===== config.mk =====
export PLATFORM = sky130hd
export DESIGN_NAME = fsk_tx_sequencer
export DESIGN_NICKNAME = d
export VERILOG_FILES = /design/src/rtl/fsk_pkg.sv /design/src/rtl/fsk_bit_timer.sv /design/src/rtl/fsk_tx_sequencer.sv
export SDC_FILE = /design/constraint.sdc
export NUM_CORES = 1
export LEC_CHECK = 0
export ABC_AREA = 1
export CAP_MARGIN = 10
export CORE_AREA = 2 2 72 67
export CTS_CLUSTER_DIAMETER = 150
export DETAILED_ROUTE_END_ITERATION = 6
export DIE_AREA = 0 0 74 69
export PLACE_DENSITY = 0.61
export SLEW_MARGIN = 5
export SYNTH_ARGS = -nofsm -noshare
export SYNTH_HDL_FRONTEND = slang
export SYNTH_SLANG_ARGS = --single-unit

===== constraint.sdc =====
create_clock -name clk -period 2.4 [get_ports clk]
set_input_delay 0.48 -clock clk [delete_from_list [all_inputs] [get_ports clk]]
set_output_delay 0.48 -clock clk [all_outputs]
set_load 0.05 [all_outputs]

===== src/rtl/fsk_pkg.sv =====
// FSK transmit sequencer shared definitions.
// FSM states, sample/phase/data widths and the round-robin pick helper.
package fsk_pkg;

    localparam int SAMPLES_PER_CYCLE = 32;
    localparam int PHASE_W           = 5;
    localparam int DATA_W            = 8;

    typedef enum logic [1:0] {
        IDLE,
        START,
        DATA,
        STOP
    } fsk_state_e;

    // With both requesters pending the pointer decides;
    // with a single one pending that one wins.
    function automatic logic rr_pick(
        input logic v0,
        input logic v1,
        input logic ptr
    );
        return (v0 && v1) ? ptr : v1;
    endfunction

endpackage


===== src/rtl/fsk_bit_timer.sv =====
// Bit timer: free-running modulator sample index and carrier-cycle counter.
// Ports: clk, reset (async low) in; mod_phase (5b), bit_end strobe out.
module fsk_bit_timer
    import fsk_pkg::*;
#(
    parameter int CYCLES_PER_BIT = 8
) (
    input  logic               clk,
    input  logic               reset,
    output logic [PHASE_W-1:0] mod_phase,
    output logic               bit_end
);

    localparam logic [PHASE_W-1:0] PH_LAST  = PHASE_W'(SAMPLES_PER_CYCLE - 1);
    localparam logic [7:0]         CNT_LAST = 8'(CYCLES_PER_BIT - 1);

    logic [7:0] cycle_cnt;
    logic       phase_last;

    assign phase_last = (mod_phase == PH_LAST);
    assign bit_end    = phase_last && (cycle_cnt == CNT_LAST);

    always_ff @(posedge clk or negedge reset) begin
        if (!reset) begin
            mod_phase <= '0;
            cycle_cnt <= '0;
        end else begin
            mod_phase <= mod_phase + 1'b1;
            if (phase_last) begin
                cycle_cnt <= (cycle_cnt == CNT_LAST) ? 8'd0 : cycle_cnt + 8'd1;
            end
        end
    end

endmodule


===== src/rtl/fsk_tx_sequencer.sv =====
// FSK transmit sequencer: arbitrates two byte requesters round-robin and
// serialises start/8 data (LSB first)/stop bits aligned to carrier bit ends.
// Ports: clk, reset (async low); req0/req1 valid/data/ready handshakes;
// mod_phase, mod_bit to the modulator; busy, grant_id status.
module fsk_tx_sequencer
    import fsk_pkg::*;
#(
    parameter int CYCLES_PER_BIT = 8,
    parameter int STOP_BITS      = 1
) (
    input  logic               clk,
    input  logic               reset,
    input  logic               req0_valid,
    input  logic [DATA_W-1:0]  req0_data,
    output logic               req0_ready,
    input  logic               req1_valid,
    input  logic [DATA_W-1:0]  req1_data,
    output logic               req1_ready,
    output logic [PHASE_W-1:0] mod_phase,
    output logic               mod_bit,
    output logic               busy,
    output logic               grant_id
);

    localparam logic STOP_LAST = 1'(STOP_BITS - 1);

    fsk_state_e        state, state_n;
    logic [2:0]        bit_idx, bit_idx_n;
    logic              stop_cnt, stop_cnt_n;
    logic [DATA_W-1:0] shreg, shreg_n;
    logic              mod_bit_n;
    logic              grant_n;
    logic              rr_ptr, rr_n;

    logic bit_end;
    logic last_stop;
    logic window;
    logic winner;
    logic accept;

    fsk_bit_timer #(
        .CYCLES_PER_BIT(CYCLES_PER_BIT)
    ) u_timer (
        .clk      (clk),
        .reset    (reset),
        .mod_phase(mod_phase),
        .bit_end  (bit_end)
    );

    assign last_stop  = (stop_cnt == STOP_LAST);
    // Acceptance only at a bit boundary while idle or ending the
    // final stop bit, so frames can chain without an idle bit.
    assign window     = bit_end &&
                        ((state == IDLE) || ((state == STOP) && last_stop));
    assign winner     = rr_pick(req0_valid, req1_valid, rr_ptr);
    assign accept     = window && (req0_valid || req1_valid);
    assign req0_ready = accept && !winner;
    assign req1_ready = accept && winner;
    assign busy       = (state != IDLE);

    always_ff @(posedge clk or negedge reset) begin
        if (!reset) begin
            state    <= IDLE;
            bit_idx  <= '0;
            stop_cnt <= 1'b0;
            shreg    <= '0;
            mod_bit  <= 1'b1;
            grant_id <= 1'b0;
            rr_ptr   <= 1'b0;
        end else begin
            state    <= state_n;
            bit_idx  <= bit_idx_n;
            stop_cnt <= stop_cnt_n;
            shreg    <= shreg_n;
            mod_bit  <= mod_bit_n;
            grant_id <= grant_n;
            rr_ptr   <= rr_n;
        end
    end

    always_comb begin
        state_n    = state;
        bit_idx_n  = bit_idx;
        stop_cnt_n = stop_cnt;
        shreg_n    = shreg;
        mod_bit_n  = mod_bit;
        grant_n    = grant_id;
        rr_n       = rr_ptr;

        if (accept) begin
            shreg_n = winner ? req1_data : req0_data;
            grant_n = winner;
            rr_n    = !winner;
        end

        if (bit_end) begin
            unique case (state)
                IDLE: begin
                    if (accept) begin
                        state_n   = START;
                        mod_bit_n = 1'b0;
                    end
                end
                START: begin
                    state_n   = DATA;
                    bit_idx_n = 3'd0;
                    mod_bit_n = shreg[0];
                    shreg_n   = {1'b0, shreg[DATA_W-1:1]};
                end
                DATA: begin
                    if (bit_idx == 3'd7) begin
                        state_n    = STOP;
                        stop_cnt_n = 1'b0;
                        mod_bit_n  = 1'b1;
                    end else begin
                        bit_idx_n = bit_idx + 3'd1;
                        mod_bit_n = shreg[0];
                        shreg_n   = {1'b0, shreg[DATA_W-1:1]};
                    end
                end
                STOP: begin
                    if (last_stop) begin
                        if (accept) begin
                            state_n   = START;
                            mod_bit_n = 1'b0;
                        end else begin
                            state_n   = IDLE;
                            mod_bit_n = 1'b1;
                        end
                    end else begin
                        stop_cnt_n = stop_cnt + 1'b1;
                    end
                end
                default: begin
                    state_n   = IDLE;
                    mod_bit_n = 1'b1;
                end
            endcase
        end
    end

endmodule


==> flow_summary.toml <==
[worst_setup_path]
cp.arrival_ps = 1750
crit_path_max_fanout = 5
crit_family = "buffers and inverters"
end_kind = "primary output"
worst_ep_required_time_ps = 1920
cpPeakStageDelay_ps = 420
cp_common_cell = "inv_1"
slowest_stage = "dfrtp_1"
cp_cell_sequence = "inv_1, ha_4, inv_1, nand2_1, nand3b_4, clkinv_2, nand2_1, inv_1, buf_12"
path_class = "flop to primary output"
path_buf_inv = 5
startpoint_type = "flop"

[sta]
hold_violations = 0
fin_crit_sh = 0.929
max_slew.worst_pin.slew_ps = 501
fmax_ghz = 0.449
setup_viol = 0
clock_skew_ps = 4.43
timing.final.ws_setup_ps = 171
fin_crit_ps = 2230
rsz0062_at_grt = "false"
relSlewSlack = 0.665
drv_slew = 0
setup-tns-final_ps = 0
worst_hold_slack_ps = 456

[floorplanning]
row_count = 23
core_um2 = 4350
initial_core_util = 0.385
die_area_um2 = 5110
die_x_um = 74
num_io_pins = 30
die_height_um = 69

[grt]
grt_max_degree = 30
gr-total-overflow = 0
grt_first_pass_wirelength_mm = 5.74
antenna_found_initial = 0
track_usage = 0.146
grt_pass1_vias = 1319

[cts]
cts-root-buf = "clkbuf_8"
clock_sinks = 29
cts_htree_levels = 2
cts_tree = "yes"
clk_latency_ps = 280
cts_buffers = 5
clk_pin_slew_ps = 60
clk_path_buf_depth = 2
cts_hold_buf = 0

[route]
ant_nets = 0
routed_wl_mm = 3.18
drt_iter0_markers = 29
via_per_inst = 4.40
drc_errors = 0
drtPass1Iterations = 4
routed-via-count = 1345
wl_per_cell_um = 10.4

[power_and_ir_drop]
p_int_uw = 758
p_seq_frac = 0.506
fin_total_pwr_uw = 967
power_frac_clock = 0.431
p_sw_uw = 208
leakagePower_uw = 0.00116
switching_share = 0.216
combinationalPowerShare = 0.063
ir_drop_mv = 0.235
powerDensity_nw_per_um2 = 438

[layout]
area_growth_syn_to_layout_pct = 31.8
seqCellArea_um2 = 729
antenna_cells = 0
nFillCells = 421
layout-drive-gt1-share = 0.168
multi_input_area_um2 = 823
nets = 272

[placed_design]
dp_hpwl_mm = 2.45
port-buffer-count = 29
place_ws_ps = 124
gp_congestion = 0.742

[yosys]
yosys_warnings = 0
synth_area_um2 = 1670
ys_types = 30
synth_area_per_cell_um2 = 8.29
synth_nets = 231
synth_seq_cells = 29
ys_seq_area_frac = 0.434
syn_inst = 202

[flow_run]
maxCapViolations = 0

[status]
status = "finished clean"

[hold_path]
hold_class = "flop to flop"
## logic make-up (layout without fill, tap and decap cells)
kind of cell | after synthesis | count (layout) | share of synthesized area
AND/OR/NAND/NOR | 95 | 95 | 0.294
buffers and inverters | 35 | 77 | 0.0830
flip-flops | 29 | 29 | 0.434
AO/OA/AOI/OAI | 28 | 28 | 0.0897
adder cells (fa/ha/maj) | 9 | 9 | 0.0673
XOR/XNOR | 6 | 6 | 0.0314
## synth_stat cells, drive strengths merged
| master | instances | area share |
|---|---|---|
| and2 | 1 | 0.0037 |
| dfrtp | 28 | 0.42 |
| o21a | 1 | 0.0045 |
| nor3 | 1 | 0.0097 |
| nand3b | 1 | 0.012 |
| nand4 | 3 | 0.020 |
| buf | 2 | 0.0075 |
| or2 | 2 | 0.0075 |
| nand3 | 7 | 0.042 |
| ha | 9 | 0.067 |
| clkinv | 2 | 0.0060 |
| inv | 31 | 0.070 |
| nand2 | 67 | 0.16 |
| a31o | 1 | 0.0052 |
| a21oi | 1 | 0.0030 |
| xor2 | 6 | 0.031 |
| o21ai | 25 | 0.077 |
| dfstp | 1 | 0.016 |
| nor2 | 13 | 0.043 |
## power by group through the flow
stage               Sequential (µW)  Clock [µW]  Combinational, µW
detailed placement              498           0               62.6
global placement                498           0               62.2
finish                          489         416               61.2
global route                    489         453               70.8
CTS                             489         430               62.9
floorplan                       498           0               17.0
## metrics by stage
stage	cell area, µm²	cells	util
CTS	2180	304	0.501
floorplan	1680	202	-
global placement	2090	296	0.480
detailed placement	2090	296	0.480
global route	2210	306	0.508
finish	2210	306	0.508
## sequential cells by signal, indices dropped and copies added, names as in the netlist
| name | cells |
|---|---|
| bit_idx | 3 |
| grant_id | 1 |
| mod_bit | 1 |
| rr_ptr | 1 |
| shreg | 8 |
| state | 2 |
| u_timer.cycle_cnt | 8 |
| u_timer.mod_phase | 5 |
## layout make-up
class	count	area share
multi-input combinational	138	0.373
tap	62	0.0351
inverter	33	0.0573
timing repair buffer	36	0.163
clock buffer	8	0.0408
sequential	29	0.330
## path summary, 6_finish.rpt
| check | cells after the start | startpoint | slack [ps] | endpoint |
|---|---|---|---|---|
| worst max-delay path | 9 | state[0]$_DFFE_PN0P_ | 170 | req0_ready |
| worst min-delay path | 1 | u_timer.mod_phase[0]$_DFF_PN0_ | 460 | u_timer.mod_phase[0]$_DFF_PN0_ |
| worst max register to register | 10 | u_timer.mod_phase[0]$_DFF_PN0_ | 510 | u_timer.cycle_cnt[7]$_DFFE_PN0N_ |
| worst min register to register | 1 | u_timer.mod_phase[0]$_DFF_PN0_ | 460 | u_timer.mod_phase[0]$_DFF_PN0_ |
| max in group asynchronous | 2 | reset | 1510 | mod_bit$_DFFE_PN1P_ |
| min in group asynchronous | 2 | reset | 580 | grant_id$_DFFE_PN0N_ |
## per-layer routing
| layer | part of all wire | up-vias | global-route usage |
|---|---|---|---|
| met5 | 0 | - | 0 |
| met4 | 0.019 | 0 | 0.0545 |
| met3 | 0.023 | 6 | 0.0482 |
| met2 | 0.47 | 12 | 0.216 |
| met1 | 0.49 | 614 | 0.198 |
| li1 | - | 713 | - |
## what timing repair did
item,CTS,global route
setup buffers,0,2
endpoints found under the hold margin,0,0
setup endpoints to repair,0,2
resized for setup,0,2
## cell usage in the layout (no fill, tap or decap)
master	instances
and2_1	1
xor2_1	6
buf_4	8
o21ai_0	11
dfrtp_1	26
or2_2	2
nand3_1	3
nand3_2	2
ha_4	1
clkinv_2	2
o21ai_2	1
inv_1	30
dfstp_2	1
nand2_2	2
a31o_2	1
nor2_2	3
nand2_4	1
clkdlybuf4s50_1	26
nor3_4	1
nand2_1	64
nor2_1	9
clkbuf_8	6
dfrtp_2	2
nand4_4	1
nand4_1	2
nor2_8	1
clkbuf_1	2
nand3_4	2
nand3b_4	1
o21ai_1	13
ha_1	8
buf_12	2
a21oi_1	1
o21a_1	1
inv_2	1
No activity file was read; power rests on OpenSTA's default activity.
